### config.mk
export PLATFORM = sky130hd
export DESIGN_NAME = da_drv_gen
export DESIGN_NICKNAME = d
export VERILOG_FILES = /design/src/rtl/da_drv_gen.sv
export SDC_FILE = /design/constraint.sdc
export NUM_CORES = 1
export LEC_CHECK = 0
export CORE_ASPECT_RATIO = 1.75
export CORE_MARGIN = 5
export CORE_UTILIZATION = 54
export DETAILED_ROUTE_END_ITERATION = 6
export GPL_ROUTABILITY_DRIVEN = 1
export PLACE_DENSITY = 0.78
export SYNTH_ARGS = -nofsm -noshare
export SYNTH_HDL_FRONTEND = slang
export SYNTH_SLANG_ARGS = --single-unit
### constraint.sdc
create_clock -name Clk1 -period 24.3 [get_ports Clk1]
set_input_delay 4.86 -clock Clk1 [delete_from_list [all_inputs] [get_ports Clk1]]
set_output_delay 4.86 -clock Clk1 [all_outputs]
set_load 0.1 [all_outputs]
### src/rtl/da_drv_gen.sv
// da_drv_gen: time-multiplexed dual-DAC driver.
// Each of NBUS shared data buses serves four channels in four sub-slots of
// SLOT_CYC clocks; a per-channel active-low strobe is pulsed inside each
// sub-slot with one cycle of setup and one cycle of hold.
// A one-frame shadow register decouples the upstream handshake from the
// running frame, so a new frame can be queued without tearing the current one.
// Optional feature macro: DA_DRV_REFRESH_EN. When defined, the working frame is
// resent back-to-back whenever no new frame is waiting at frame end.
// SLOT_CYC must be 3 or more (setup + at least one strobe cycle + hold).
module da_drv_gen #(
  parameter int DW       = 10,
  parameter int NBUS     = 4,
  parameter int SLOT_CYC = 3
) (
  input  logic                   Clk1,
  input  logic                   aRst,
  input  logic [4*NBUS*DW-1:0]   InData,
  input  logic                   InVld,
  output logic                   InRdy,
  output logic [NBUS*DW-1:0]     DaData,
  output logic [4*NBUS-1:0]      DaCs_n,
  output logic                   FrameDone,
  output logic                   Busy
);

  localparam int CW   = (SLOT_CYC > 1) ? $clog2(SLOT_CYC) : 1;
  localparam int HOLD = 16;
  localparam logic [CW-1:0] LAST = CW'(SLOT_CYC - 1);

  typedef enum logic [1:0] {IDLE, LOAD, RUN} state_e;
  // [bus][sub-slot][bit]: element [b][s] sits at bits (4b+s)*DW, i.e. channel 4b+s
  typedef logic [NBUS-1:0][3:0][DW-1:0] frame_t;

  state_e        state_q, state_d;
  logic [1:0]    sub_q, sub_d;
  logic [CW-1:0] cyc_q, cyc_d;
  frame_t        shad_q, shad_d;
  frame_t        work_q, work_d;
  logic          shad_full_q, shad_full_d;
  logic [4:0]    hold_q, hold_d;
  logic          rdy_q, rdy_d;
  logic          xfer;
  logic          accept;

  logic [NBUS-1:0][DW-1:0] da_q;
  logic [4*NBUS-1:0]       cs_n_q;
  logic                    done_q, busy_q;
  logic                    strobe;

  assign accept = InVld & rdy_q;
  // strobe window excludes the first (setup) and last (hold) slot cycle
  assign strobe = (cyc_q != '0) && (cyc_q != LAST);

  // Sequencer next state: slot/sub-slot stepping and working-register loads
  always_comb begin
    state_d = state_q;
    sub_d   = sub_q;
    cyc_d   = cyc_q;
    work_d  = work_q;
    xfer    = 1'b0;
    case (state_q)
      IDLE: if (shad_full_q) state_d = LOAD;
      LOAD: begin
        xfer    = 1'b1;
        work_d  = shad_q;
        sub_d   = 2'd0;
        cyc_d   = '0;
        state_d = RUN;
      end
      RUN: begin
        if (cyc_q == LAST) begin
          cyc_d = '0;
          sub_d = sub_q + 2'd1;
          if (sub_q == 2'd3) begin
            if (shad_full_q) begin
              // next frame waiting: swap it in with no gap cycle
              xfer   = 1'b1;
              work_d = shad_q;
            end else begin
`ifdef DA_DRV_REFRESH_EN
              state_d = RUN;
`else
              state_d = IDLE;
`endif
            end
          end
        end else begin
          cyc_d = cyc_q + CW'(1);
        end
      end
      default: state_d = IDLE;
    endcase
  end

  // Shadow register and ready: a same-edge accept wins over the transfer clear
  always_comb begin
    shad_d      = shad_q;
    shad_full_d = shad_full_q;
    if (xfer) shad_full_d = 1'b0;
    if (accept) begin
      shad_d      = InData;
      shad_full_d = 1'b1;
    end
    hold_d = (hold_q == 5'(HOLD)) ? hold_q : hold_q + 5'd1;
    rdy_d  = (hold_d == 5'(HOLD)) && !shad_full_d;
  end

  // Control and data state registers
  always_ff @(posedge Clk1 or posedge aRst) begin
    if (aRst) begin
      state_q     <= IDLE;
      sub_q       <= 2'd0;
      cyc_q       <= '0;
      shad_q      <= '0;
      work_q      <= '0;
      shad_full_q <= 1'b0;
      hold_q      <= 5'd0;
      rdy_q       <= 1'b0;
    end else begin
      state_q     <= state_d;
      sub_q       <= sub_d;
      cyc_q       <= cyc_d;
      shad_q      <= shad_d;
      work_q      <= work_d;
      shad_full_q <= shad_full_d;
      hold_q      <= hold_d;
      rdy_q       <= rdy_d;
    end
  end

  // Output registers: one cycle behind the slot counter
  always_ff @(posedge Clk1 or posedge aRst) begin
    if (aRst) begin
      da_q   <= '0;
      cs_n_q <= '1;
      done_q <= 1'b0;
      busy_q <= 1'b0;
    end else begin
      cs_n_q <= '1;
      done_q <= 1'b0;
      busy_q <= 1'b0;
      if (state_q == RUN) begin
        busy_q <= 1'b1;
        done_q <= (sub_q == 2'd3) && (cyc_q == LAST);
        for (int b = 0; b < NBUS; b++) begin
          da_q[b] <= work_q[b][sub_q];
          if (strobe) cs_n_q[4*b +: 4] <= ~(4'b0001 << sub_q);
        end
      end
    end
  end

  assign InRdy     = rdy_q;
  assign DaData    = da_q;
  assign DaCs_n    = cs_n_q;
  assign FrameDone = done_q;
  assign Busy      = busy_q;

endmodule

==> results of run 1 <==
==> state kept, by name (all words and copies together), names as in the netlist, 2 cells and up <==
signal,cells
state_q,2
hold_q,5
cyc_q,2
DaCs_n,4
work_q,160
sub_q,2
DaData,40
shad_q,160
==> critical path, stage by stage <==
cell and delay [ns]:
clkdlybuf4s50_1 0.44, nand2_4 0.19, buf_4 0.74, buf_4 0.96, mux2_2 0.43
==> cells by family (layout without fill, tap and decap cells) <==
| group | count (synthesis) | after routing | share of synthesized area |
|---|---|---|---|
| fa+ha+maj | 10 | 10 | 0.00798 |
| compound gates | 16 | 16 | 0.00742 |
| other cells | 0 | 2 | 0 |
| mux | 402 | 402 | 0.341 |
| simple gates | 25 | 25 | 0.00869 |
| flops | 379 | 379 | 0.605 |
| buf+inv | 76 | 304 | 0.0282 |
| xor+xnor | 3 | 3 | 0.00168 |
==> layer usage <==
metal	wire length, µm	global-route usage	share of wire	vias up
li1	-	-	-	3669
met1	12400	0.239	0.40	4225
met2	16200	0.333	0.53	169
met3	1280	0.0372	0.041	55
met4	795	0.0665	0.026	8
met5	54	0	0.0018	-
==> worst max-delay path by stage <==
| stage | endpoint | cells past startpoint | from |
|---|---|---|---|
| 3_5_place_dp | shad_q[157] | 5 | InVld |
| 2_1_floorplan | Busy | 1 | aRst |
| 4_1_cts | shad_q[28] | 5 | InVld |
| 5_1_grt | shad_q[28] | 5 | InVld |
| 6_report | shad_q[28] | 5 | InVld |
| 3_3_place_gp | shad_q[147] | 5 | InVld |
==> synthesized netlist by cell type (3+ instances only) <==
master,n
buf_1,6
buf_4,13
inv_1,12
nand2_1,8
ha_1,10
mux2_4,100
clkbuf_1,14
mux2_2,261
buf_2,20
dfstp_2,4
mux4_2,40
dfrtp_1,375
nand3_1,7
buf_6,11
o21ai_0,3
xnor2_1,3
a21oi_1,3
==> cell type report <==
class / instances / share of cell area
multi-input cells: 456 / 0.299
diodes: 2 / 0.000260
clock inverters: 9 / 0.00637
clock buffers: 53 / 0.0548
flip-flops and latches: 379 / 0.493
repair buffers: 230 / 0.119
well taps: 378 / 0.0246
inverters: 12 / 0.00273
==> power groups by stage <==
stage	Combinational, mW	Sequential (mW)	Clock [mW]
floorplan	0.688	1.32	0
global placement	1.09	1.12	0
detailed placement	1.12	1.13	0
CTS	1.12	1.12	0.578
global route	1.17	1.16	0.605
finish	1.11	1.12	0.563
==> per-stage QoR <==
stage / worst slack, ns / utilization
after CTS: 16.96 / 0.673
after floorplan: 8.92 / -
after detailed placement: 16.40 / 0.632
final: 16.95 / 0.673
after global placement: 16.44 / 0.632
after global routing: 16.78 / 0.673
==> impl_metrics.ini, run 1 <==
[synth]
synth_edf_count = 0
synth_area_um2 = 15700
synth_seq_area_share = 0.605
yosysTopAreaCell = dfrtp_1
synthCells = 911
syn_avg_cell_area_um2 = 17.2
synth_area_leaders = dfrtp_1 60%, mux2_2 19%, mux2_4 9.6%, mux4_2 5.7%, ha_1 0.80%
syn_nets = 1084
ys_warn_count = 0
ys_async_sr_fraction = 1.00
ys_types = 35
yosysTopAreaCellShare = 0.598
synth_seq_cells = 379
synthFlopType = dfrtp_1

[worst_setup_path]
rr_worst_depth = 6
endpoint_kind = flop
critPathArrivalTime_ns = 7.74
worstPathRequired_ns = 24.70
critPathKind = input port to flop
regToRegStartpoint = sub_q[0]
critPathLaunchType = input port
rr_endpoint = work_q[116]
crit_fanout = 77
ff2ff_setup_slack_ns = 20.59

[sta]
clock.fmax_mhz = 136
drv_slew = 0
fin_hold_ws_ns = 0.493
setup_violations = 0
tightest_slew_ns = 1.07
rsz0062_at_grt = false
maxSlewHeadroom = 0.287
post-route-min-period_ns = 7.35
skew_ns = 0.0123
finalCritPeriodShare = 0.302
tns_ns = 0
finalHoldViolCount = 0

[cells_and_area]
multiInputGateArea_um2 = 5770
regArea_um2 = 9490
finalNonFillerCells = 1519
nFillCells = 1957
final_area_um2 = 19300
nets = 1288
final_cell_mix = 373 x dfrtp_1, 261 x mux2_2, 221 x clkdlybuf4s50_1, 100 x mux2_4, 40 x mux4_2
area_delta_synth_final_pct = 22.8
final_common_cell = dfrtp_1
final_layout_size_suffix_gt1_frac = 0.417

[detailed_routing]
drtAntennaViolNets = 0
drc = 0
drt-total-wl_um = 30800
first_iter_violations = 321
first_pass_iters = 6
viasPerCell = 5.35
via_count = 8126
wire_per_inst_um = 20.2

[global_routing]
grt_pass1_vias = 9152
track_usage = 0.191
grt_pass1_wl_um = 50300
grt_overflow = 0
antenna_found_initial = 6
grt_max_degree = 191

[clock_tree]
clkTransAtPathRegs_ns = 0.06
hold_buffers = 0
cts_max_path_buffers = 3
post_cts.repair.setup_buffers = 0
cts_tree = built
ctsHtreeMaxLevel = 2
cts.sinks = 379
root_buffer = clkbuf_16
cts_buffers = 36
clock_latency_ns = 0.52
cts_repair_resize_count = 0

[floorplanning]
die_x_um = 139
start_util = 0.548
die_h_um = 235
dieArea_um2 = 32700
rows = 82
io_pins = 222
core_um2 = 28600

[pwr]
comb_power_share = 0.396
power_leakage_nw = 8.40
peakVddDrop_mv = 0.102
pwr-share-clk = 0.202
p_total_mw = 2.79
switchingPower_mw = 0.929
p_seq_frac = 0.402
swShare = 0.333
p_int_mw = 1.86
power_density_nw_per_um2 = 145

[place]
place.gp.congestion = 0.751
dp_hpwl_um = 19500
placed_area_um2 = 18100
dp_cells = 1455
portBuffers = 221

[min_path]
holdPathStages = 1
worstHoldEndpoint = cyc_q[0]
hold_path.class = flop to flop
min_from = cyc_q[1]

[job]
cap_violations = 0

[outcome]
outcome = finished, final reports clean
Note: power is estimated with default switching activity, not from simulation.
==> run 2: changes to the inputs <==
- clock period: 24.3 -> 7.65 ns (I/O delays scaled with it)
==> run 2 against run 1 <==
First-iteration DRC count is 27% lower; count of clock-buffer cells in the layout shrank 3; routed wire length is 0.85% lower.
==> impl_metrics.ini, run 2 (synthesis gave the netlist of run 1 again) <==
[cells_and_area]
nFillCells = 1944
final_layout_size_suffix_gt1_frac = 0.418
nets = 1288
final_common_cell = dfrtp_1
fin_util = 0.675
regArea_um2 = 9490
multiInputGateArea_um2 = 5770
finalNonFillerCells = 1520
final_area_um2 = 19300
area_delta_synth_final_pct = 23.1
final_cell_mix = 373 x dfrtp_1, 261 x mux2_2, 221 x clkdlybuf4s50_1, 100 x mux2_4, 40 x mux4_2

[detailed_routing]
wire_per_inst_um = 20.1
drtAntennaViolNets = 0
via_count = 8127
drc = 0
drt-total-wl_um = 30500
first_pass_iters = 4
viasPerCell = 5.35
first_iter_violations = 234

[worst_setup_path]
crit_path_top_delay_cell = clkdlybuf4s50_1
critPathArrivalTime_ns = 2.23
path_buf_inv = 1
endpoint_kind = primary output
critPathKind = flop to primary output
critPathLaunchType = flop
max_stage_delay_ns = 1.14
worstPathRequired_ns = 6.12
crit_fanout = 4
path_cells = clkdlybuf4s50_1
crit_family = buffers and inverters

[job]
cap_violations = 0

[global_routing]
grt_max_degree = 118
antenna_found_initial = 3
grt_overflow = 0
track_usage = 0.189
grt_pass1_vias = 9132
grt_pass1_wl_um = 49900

[sta]
tns_ns = 0
fin_hold_ws_ns = 0.484
setup_violations = 0
post-route-min-period_ns = 3.76
finalCritPeriodShare = 0.492
tightest_slew_ns = 1.07
clock.fmax_mhz = 266
finalHoldViolCount = 0
setup_ws_ns = 3.89
skew_ns = 0.0193
rsz0062_at_grt = false
drv_slew = 0
maxSlewHeadroom = 0.282

[clock_tree]
ctsHtreeMaxLevel = 2
cts_max_path_buffers = 3
clkTransAtPathRegs_ns = 0.06
hold_buffers = 0
post_cts.repair.setup_buffers = 0
clock_latency_ns = 0.52
cts_buffers = 35
cts.sinks = 379
cts_tree = built
root_buffer = clkbuf_16
cts_repair_resize_count = 0

[outcome]
outcome = finished, final reports clean

[floorplanning]
io_pins = 222
die_h_um = 235
dieArea_um2 = 32700
start_util = 0.548
die_x_um = 139
core_um2 = 28600
rows = 82

[place]
placed_area_um2 = 18100
dp_hpwl_um = 19300
post-place-ws_ns = 3.84
portBuffers = 221
dp_cells = 1456
place.gp.congestion = 0.731

[pwr]
power_density_nw_per_um2 = 462
peakVddDrop_mv = 0.416
power_leakage_nw = 8.42
p_total_mw = 8.92

[min_path]
hold_path.class = flop to flop
-- run 2: changes by cell type in the layout (fill, tap and decap cells not counted) --
cell	delta
clkbuf_8	-2
buf_12	+1
bufinv_16	+2
clkinvlp_4	+3
clkinv_2	-1
inv_8	-1
clkbuf_1	-1
-- run 2: worst paths after layout --
check / slack (ns) / cells past startpoint / endpoint / from
setup / recovery: 3.89 / 1 / DaCs_n[12] / DaCs_n[12]
hold / removal: 0.48 / 1 / cyc_q[0] / cyc_q[1]
setup reg to reg: 4.15 / 5 / work_q[127] / sub_q[0]
hold reg to reg: 0.48 / 1 / cyc_q[0] / cyc_q[1]
max in group asynchronous: 4.52 / 3 / work_q[49] / aRst
min in group asynchronous: 1.60 / 2 / shad_q[46] / aRst
-- run 2: layout make-up --
cell class / instances / area share
sequential: 379 / 0.492
multi-input combinational: 456 / 0.298
timing repair buffer: 231 / 0.120
clock buffer: 50 / 0.0531
tap: 378 / 0.0245
clock inverter: 12 / 0.00998
inverter: 12 / 0.00253
antenna: 2 / 0.000259
-- run 2: per-layer routing --
| metal | vias to the layer above | track usage | wire, µm |
|---|---|---|---|
| met2 | 157 | 0.331 | 16300 |
| met5 | - | 0 | 7 |
| met4 | 2 | 0.0567 | 607 |
| li1 | 3669 | - | - |
| met1 | 4255 | 0.241 | 12300 |
| met3 | 44 | 0.0339 | 1250 |
-- run 2: power breakdown --
group / internal (mW) / total [mW] / switching, mW
clock: 1.10 / 1.83 / 0.727
combinational: 1.84 / 3.52 / 1.68
sequential: 3.02 / 3.56 / 0.541
total: 5.97 / 8.92 / 2.95
==> run 3: changes to the inputs <==
- clock period: 7.65 -> 3.63 ns (I/O delays scaled with it)
==> run 3 against run 2 <==
Clock power up 100%; cell area up 0.62%; clock skew down 0.0068 ns; highest routed layer unchanged; die area unchanged; worst hold slack better by 0.012 ns; global-route usage up 0.79 points.
==> impl_metrics.ini, run 3 (synthesis gave the netlist of run 1 again) <==
[outcome]
outcome = finished, final reports clean

[global_routing]
track_usage = 0.197
grt_pass1_wl_um = 51700
grt-busiest-layer = met2
grt_max_degree = 90
grtUsageMet3 = 0.0429
grt_use_met1 = 0.236
antenna_found_initial = 6
grt_overflow = 0
grt_use_met2 = 0.348
grt_pass1_vias = 9489

[sta]
skew_ns = 0.0125
clock.fmax_mhz = 339
fin_hold_ws_ns = 0.496
maxSlewHeadroom = 0.308
rsz0062_at_grt = false
setup_violations = 0
finalCritPeriodShare = 0.812
finalHoldViolCount = 0
tns_ns = 0
tightest_slew_ns = 1.04
setup_ws_ns = 0.683
post-route-min-period_ns = 2.95
drv_slew = 0

[clock_tree]
cts.sinks = 379
root_buffer = clkbuf_16
clkTransAtPathRegs_ns = 0.06
cts_max_path_buffers = 3
hold_buffers = 0
cts_tree = built
cts_repair_resize_count = 0
post_cts.repair.setup_buffers = 0
ctsHtreeMaxLevel = 2
clock_latency_ns = 0.52
cts_buffers = 36

[cells_and_area]
nets = 1304
final_cell_mix = 373 x dfrtp_1, 261 x mux2_2, 207 x clkdlybuf4s50_1, 100 x mux2_4, 40 x mux4_2
final_layout_size_suffix_gt1_frac = 0.443
final_common_cell = dfrtp_1
area_delta_synth_final_pct = 23.9
finalNonFillerCells = 1538

[floorplanning]
io_pins = 222
die_h_um = 235
core_um2 = 28600
die_x_um = 139
start_util = 0.548
rows = 82
dieArea_um2 = 32700

[worst_setup_path]
cp.depth = 1
path_buf_inv = 1
critPathArrivalTime_ns = 2.22
worstPathRequired_ns = 2.90
regToRegStartpoint = state_q[0]
critPathKind = flop to primary output
critPathLaunchType = flop
crit_fanout = 4
crit_path_top_delay_cell = clkdlybuf4s50_1
endpoint_kind = primary output
crit_family = buffers and inverters
ff2ff_setup_slack_ns = 1.09
max_stage_delay_ns = 1.15
rr_endpoint = work_q[138]
path_cells = clkdlybuf4s50_1
rr_worst_depth = 6

[detailed_routing]
drt-total-wl_um = 31500
viasPerCell = 5.42
drc = 0
first_iter_violations = 231
drtAntennaViolNets = 0
via_count = 8334
wire_per_inst_um = 20.5
first_pass_iters = 4

[min_path]
min_from = shad_q[49]
hold_path.class = flop to flop
holdPathStages = 1
worstHoldEndpoint = work_q[49]

[place]
post-place-ws_ns = 1.09
place.gp.congestion = 0.750
dp_cells = 1471
dp_hpwl_um = 20900
portBuffers = 221

[pwr]
power_leakage_nw = 8.51
p_total_mw = 18.8
power_density_nw_per_um2 = 965
peakVddDrop_mv = 0.579

[job]
cap_violations = 0
-- run 3: cell types whose count changed in the layout (fill, tap and decap cells not counted), sizes merged --
cell,change
inv,+1
clkbuf,+2
clkdlybuf4s50,-14
diode,+1
bufinv,-4
buf,+29
clkinv,+2
clkinvlp,+1
-- run 3: layer usage --
layer,share of wire,vias to the layer above
li1,-,3712
met1,0.39,4356
met2,0.53,194
met3,0.047,66
met4,0.033,6
met5,0.0012,-
-- run 3: worst reg2reg max path, stage by stage, from the launching register on --
cell,delay [ns]
dfrtp_1,0.40
inv_1,0.12
ha_2,0.43
inv_1,0.15
a21oi_4,0.49
buf_12,0.40
mux2_2,0.45
-- run 3: power breakdown --
part           internal [mW]  switching (mW)  total, mW
sequential              6.37            1.13       7.50
clock                   2.17            1.58       3.75
combinational           3.92            3.60       7.52
-- run 3: final cells by class --
type	count	area, µm²
Sequential cell	379	9490
Fill cell	1951	9190
Multi-Input combinational cell	456	5770
Timing Repair Buffer	246	2450
Clock buffer	52	1090
Tap cell	378	473
Clock inverter	12	103
Inverter	12	48.8
Antenna cell	3	7.51
-- run 3: worst max-delay path by stage --
stage                     slack [ns]       start          end
after detailed placement        1.09  state_q[0]  work_q[128]
after global routing            0.62  DaCs_n[11]    DaCs_n[3]
after global placement          1.13       InVld   shad_q[18]
final                           0.68  DaCs_n[11]    DaCs_n[3]
after CTS                       0.64  DaCs_n[11]    DaCs_n[3]
after floorplan                -2.18        aRst         Busy
-- run 3: stage by stage --
stage | utilization | cell area (µm²)
final | 0.679 | 19400
after global routing | 0.679 | 19400
after CTS | 0.679 | 19400
after detailed placement | 0.637 | 18200
after global placement | 0.637 | 18200
after floorplan | - | 15700
